$ cat config.mk
export PLATFORM = sky130hd
export DESIGN_NAME = ece429_fetch
export DESIGN_NICKNAME = d
export VERILOG_FILES = /design/src/rtl/ece429_pkg.sv /design/src/rtl/ece429_fetch_queue.sv /design/src/rtl/ece429_fetch.sv
export SDC_FILE = /design/constraint.sdc
export NUM_CORES = 1
export LEC_CHECK = 0
export CAP_MARGIN = 20
export CORE_ASPECT_RATIO = 1.5
export CORE_UTILIZATION = 45
export DETAILED_ROUTE_END_ITERATION = 7
export PLACE_DENSITY_LB_ADDON = 0.1
export SLEW_MARGIN = 20
export SYNTH_ARGS = -nofsm -noshare
export SYNTH_HDL_FRONTEND = slang
export SYNTH_SLANG_ARGS = --single-unit
$ cat constraint.sdc
create_clock -name clock -period 4.44 [get_ports clock]
set_input_delay 0.888 -clock clock [delete_from_list [all_inputs] [get_ports clock]]
set_output_delay 0.888 -clock clock [all_outputs]
set_load 0.05 [all_outputs]
$ cat src/rtl/ece429_pkg.sv
// Shared constants for the ECE429 pipeline: memory window, reset PC and memory port encodings.
package ece429_pkg;

    localparam logic [31:0] MEM_BASE       = 32'h8002_0000;
    localparam int unsigned MEM_SIZE_BYTES = 1048576;
    localparam logic [31:0] RESET_PC       = 32'h8002_0000;
    localparam logic [31:0] MEM_LAST_WORD  = MEM_BASE + 32'(MEM_SIZE_BYTES) - 32'd4;

    localparam logic [1:0] ACCESS_WORD = 2'b11;
    localparam logic [1:0] ACCESS_HALF = 2'b10;
    localparam logic [1:0] ACCESS_BYTE = 2'b00;
    localparam logic       MEM_READ    = 1'b0;
    localparam logic       MEM_WRITE   = 1'b1;

    typedef struct packed {
        logic [31:0] pc;
        logic [31:0] word;
    } fetch_entry_t;

    // A fetch address is legal when word aligned and inside the memory window.
    function automatic logic fetch_addr_ok(input logic [31:0] addr);
        return (addr[1:0] == 2'b00) && (addr >= MEM_BASE) && (addr <= MEM_LAST_WORD);
    endfunction

endpackage

$ cat src/rtl/ece429_fetch_queue.sv
// Two-entry {pc, word} FIFO between the fetch memory response and decode; entry 0 is always the head.
module ece429_fetch_queue
    import ece429_pkg::*;
(
    input  logic        clock,
    input  logic        reset,
    input  logic        flush,
    input  logic        push,
    input  logic [31:0] push_pc,
    input  logic [31:0] push_word,
    input  logic        pop,
    output logic [1:0]  count,
    output logic        head_valid,
    output logic [31:0] head_pc,
    output logic [31:0] head_word
);

    fetch_entry_t entry [2];
    fetch_entry_t push_entry;
    logic         pop_ok;
    logic         push_ok;

    assign push_entry = '{pc: push_pc, word: push_word};
    assign pop_ok     = pop && (count != 2'd0);
    assign push_ok    = push && ((count != 2'd2) || pop_ok);

    // NOTE: the entries are reset because the head is visible on the decode port and must read 0 out of reset.
    // NOTE: sequential state uses non-blocking assignments so every flop samples pre-edge values.
    always_ff @(posedge clock) begin
        if (reset) begin
            count    <= 2'd0;
            entry[0] <= '0;
            entry[1] <= '0;
        end else if (flush) begin
            count <= 2'd0;
        end else begin
            case ({push_ok, pop_ok})
                2'b10: begin
                    entry[count[0]] <= push_entry;
                    count           <= count + 2'd1;
                end
                2'b01: begin
                    entry[0] <= entry[1];
                    count    <= count - 2'd1;
                end
                2'b11: begin
                    if (count == 2'd1) begin
                        entry[0] <= push_entry;
                    end else begin
                        entry[0] <= entry[1];
                        entry[1] <= push_entry;
                    end
                end
                default: ;
            endcase
        end
    end

    assign head_valid = (count != 2'd0);
    assign head_pc    = entry[0].pc;
    assign head_word  = entry[0].word;

endmodule

$ cat src/rtl/ece429_fetch.sv
// Instruction fetch stage: PC, one word read per cycle, 2-entry queue to decode with redirect flush.
// Optional FETCH_CHECK_EN enables the sticky alignment/range fault on would-be issues.
module ece429_fetch
    import ece429_pkg::*;
(
    input  logic        clock,
    input  logic        reset,
    input  logic        redirect_valid,
    input  logic [31:0] redirect_pc,
    input  logic        insn_ready,
    output logic        insn_valid,
    output logic [31:0] insn_pc,
    output logic [31:0] insn_word,
    output logic        fault,
    output logic [31:0] mem_address,
    output logic [31:0] mem_datain,
    output logic [1:0]  mem_access_size,
    output logic        mem_r_w,
    input  logic [31:0] mem_dataout
);

    logic [31:0] pc;
    logic [31:0] pending_pc;
    logic        pending;
    logic [1:0]  count;
    logic        pop;
    logic        push;
    logic        room;
    logic        want_issue;
    logic        issue;
    logic [31:0] load_pc;

    assign mem_address     = pc;
    assign mem_datain      = 32'd0;
    assign mem_access_size = ACCESS_WORD;
    assign mem_r_w         = MEM_READ;

    assign pop  = insn_valid && insn_ready;
    // Occupancy after this edge, counting the word already in flight, must stay below 2.
    assign room = ({1'b0, count} + {2'b00, pending}) < (3'd2 + {2'b00, pop});
    assign want_issue = !redirect_valid && !fault && room;
    assign push = pending && !redirect_valid;

`ifdef FETCH_CHECK_EN
    logic addr_ok;
    logic fault_q;

    assign addr_ok = fetch_addr_ok(pc);
    assign issue   = want_issue && addr_ok;
    assign load_pc = redirect_pc;
    assign fault   = fault_q;

    // Fault is sticky: only reset clears it, a redirect leaves it standing.
    always_ff @(posedge clock) begin
        if (reset) begin
            fault_q <= 1'b0;
        end else if (want_issue && !addr_ok) begin
            fault_q <= 1'b1;
        end
    end
`else
    assign issue   = want_issue;
    assign load_pc = redirect_pc & ~32'h3;
    assign fault   = 1'b0;
`endif

    always_ff @(posedge clock) begin
        if (reset) begin
            pc         <= RESET_PC;
            pending    <= 1'b0;
            pending_pc <= 32'd0;
        end else if (redirect_valid) begin
            pc      <= load_pc;
            pending <= 1'b0;
        end else if (issue) begin
            pc         <= pc + 32'd4;
            pending    <= 1'b1;
            pending_pc <= pc;
        end else begin
            pending <= 1'b0;
        end
    end

    ece429_fetch_queue u_queue (
        .clock      (clock),
        .reset      (reset),
        .flush      (redirect_valid),
        .push       (push),
        .push_pc    (pending_pc),
        .push_word  (mem_dataout),
        .pop        (pop),
        .count      (count),
        .head_valid (insn_valid),
        .head_pc    (insn_pc),
        .head_word  (insn_word)
    );

endmodule

==> impl_metrics.ini <==
[die]
row_count = 60
core_mm2 = 0.01809
die_area_mm2 = 0.01927
io_pins = 201
start_util_pct = 46.52
die_height_um = 169.5
die_x_um = 113.7

[sta]
fin_tns_setup_ns = 0
skew_ns = 0.01395
hold_viol = 0
setup_violations = 0
rsz0062_at_grt = false
maxSlewHeadroom_pct = 31.38
layout_worst_path_cycle_share_pct = 68.73
worst_pin_slew_ns = 1.025
fin_crit_ns = 3.051
fmax_mhz = 327.7
final-max-slew-violation-count = 0

[worst_hold_path]
hp-class = register to register
hold_depth = 2
hold_start = pending_pc[13]$_SDFFE_PP0P_
min_to = pending_pc[13]$_SDFFE_PP0P_

[layout]
diodes = 0
nFillCells = 1570
area_growth_pct = 27.66
fin_cells = 1227
nNetsFinal = 1040
register_area_mm2 = 0.004985
final_common_cell = nand2_1
mostFrequentLayoutCells = nand2_1, clkdlybuf4s50_1, edfxtp_1
drive_above_1_share_pct = 6.333
multi_input_area_mm2 = 0.003102

[synthesis]
synth_warnings = 0
synth_edf_count = 124
syn_area_per_cell_um2 = 10.17
ys.flop_type = edfxtp_1
yosysSeqAreaShare_pct = 59.22
synthCells = 828
postSynth.asyncResetShare_pct = 0
synth.cell_area_mm2 = 0.008417
ys_ff_latch = 187
synth_cell_types = 47

[placement]
dp.cells = 1195
gp_congestion = 0.7794
io_buffers = 158
hpwl_um = 11980

[setup_path]
crit_path_max_fanout = 5
critPathKind = register to output pin
crit_path_cell_trace = inv_1, ha_1, inv_1, clkdlybuf4s50_1
startpoint_type = register
crit_slowest_cell = clkdlybuf4s50_1
r2r_slack_ns = 1.62
cp.required_ns = 3.55
setup.worst_path.end_class = output pin
rr_worst_depth = 7
critPathMostFrequentCell = inv_1
critPathBufInv = 3
cp_top_family = buffers and inverters
r2r-end = u_queue.entry[0][31]$_DFFE_PP_
worstPathArrival_ns = 2.16
max_stage_delay_ns = 0.80
timing.rr.start = u_queue.count[0]$_SDFFE_PP0P_

[detailed_routing]
first_pass_iters = 4
vias_per_cell = 4.960
avgRoutedWirePerCell_um = 14.89
ant_nets = 0
route.detailed.drc = 0
drt_iter0_drc = 369
vias = 6086
wl_met2_um = 9201
m1WireLength_um = 8116
drt_wl_total_um = 18270
dr.max_layer_used = met4
route.met3.wl_um = 826

[clock_tree]
cts_buffers = 17
root_buffer = clkbuf_16
cts_resized = 0
clock-sinks = 187
clk_latency_ns = 0.42
post_cts_buffers = 0
clk_pin_slew_worst_paths_ns = 0.06
htreeDepth = 4
postCtsHoldBufs = 0
tritoncts = done
cts_buffer_depth = 2

[pwr]
powerDensity_mw_per_mm2 = 378.7
peakVddDrop_uv = 234.3
power.leakage_uw = 0.003872

[global_route]
grt-ovfl-total = 0
grt_max_degree = 63
grt_use_total_pct = 19.69
antenna_found_initial = 0
grt_pass1_vias = 5906
grt_pass1_wl_um = 29880

[run_status]
status = finished clean

[job]
drv_cap = 0
==> report_power, final <==
part           internal [µW]  switching [µW]
Clock                    787             674
Sequential              1940            54.0
Combinational            194             418
==> flip-flops by register name (all words and copies together), names as in the netlist <==
signal / cells
u_queue.entry: 124
mem_address: 30
pending_pc: 30
u_queue.count: 2
pending: 1
==> per-layer routing <==
metal	global-route usage, %	vias to the layer above
li1	-	3070
met1	24.70	2832
met2	34.38	178
met3	3.464	6
met4	5.950	0
met5	0	-
==> worst max path at each step <==
stage	from	endpoint	slack, ns	cells past startpoint
2_1_floorplan	redirect_valid	u_queue.entry[0][0]$_DFFE_PP_	1.07	3
4_1_cts	u_queue.count[0]$_SDFFE_PP0P_	insn_valid	1.35	4
5_1_grt	insn_ready	u_queue.entry[0][54]$_DFFE_PP_	1.23	6
6_report	u_queue.count[0]$_SDFFE_PP0P_	insn_valid	1.39	4
3_3_place_gp	insn_ready	u_queue.entry[0][63]$_DFFE_PP_	0.91	6
3_5_place_dp	insn_ready	u_queue.entry[0][63]$_DFFE_PP_	1.04	6
==> worst min-delay path, stage by stage, from the launching register on <==
cell	delay, ns
dfxtp_1	0.31
o21ai_0	0.07
a21oi_1	0.06
==> synth_stat cells, types with 10 or more instances <==
master / n / area [µm²]
xor2_1: 18 / 157.7
edfxtp_1: 124 / 3724
nand3_1: 11 / 55.05
buf_4: 40 / 300.3
nand4_1: 14 / 87.58
and2_1: 66 / 412.9
nor2_1: 27 / 101.4
o21ai_0: 35 / 175.2
clkbuf_1: 46 / 172.7
a211oi_1: 12 / 90.09
nand2_1: 178 / 668.1
dfxtp_1: 63 / 1261
inv_1: 10 / 37.54
a21oi_1: 104 / 520.5
==> final cells by class <==
class                           instances  share of cell area (%)
Inverter                               10                  0.3493
Clock buffer                           18                   3.994
Timing Repair Buffer                  173                   16.19
Sequential cell                       187                   46.39
Clock inverter                         14                   1.327
Multi-Input combinational cell        577                   28.87
Tap cell                              248                   2.888
==> metrics by stage <==
stage	worst slack (ns)	cell area, µm²	hold slack [ns]	util (%)	total power, µW
2_1_floorplan	1.066	8567	0.4626	-	2451
3_3_place_gp	0.9057	10170	0.4750	56.19	2646
3_5_place_dp	1.036	10170	0.4773	56.23	2650
4_1_cts	1.354	10750	0.4873	59.39	4108
5_1_grt	1.226	10750	0.5071	59.39	4216
6_report	1.389	10750	0.4871	59.39	4069
==> logic make-up (layout without fill, tap and decap cells) <==
kind of cell               count (synthesis)  in the layout  synth area share, %
buffers and inverters                    102            215                6.407
adders and majority gates                  6              6               0.8919
and+or+nand+nor                          324            324                18.34
xor gates and xnor gates                  26             26                2.706
AOI/OAI and AO/OA                        181            181                12.34
other                                      2             40              0.08923
DFF                                      187            187                59.22
Note: power is estimated with default switching activity, not from simulation.
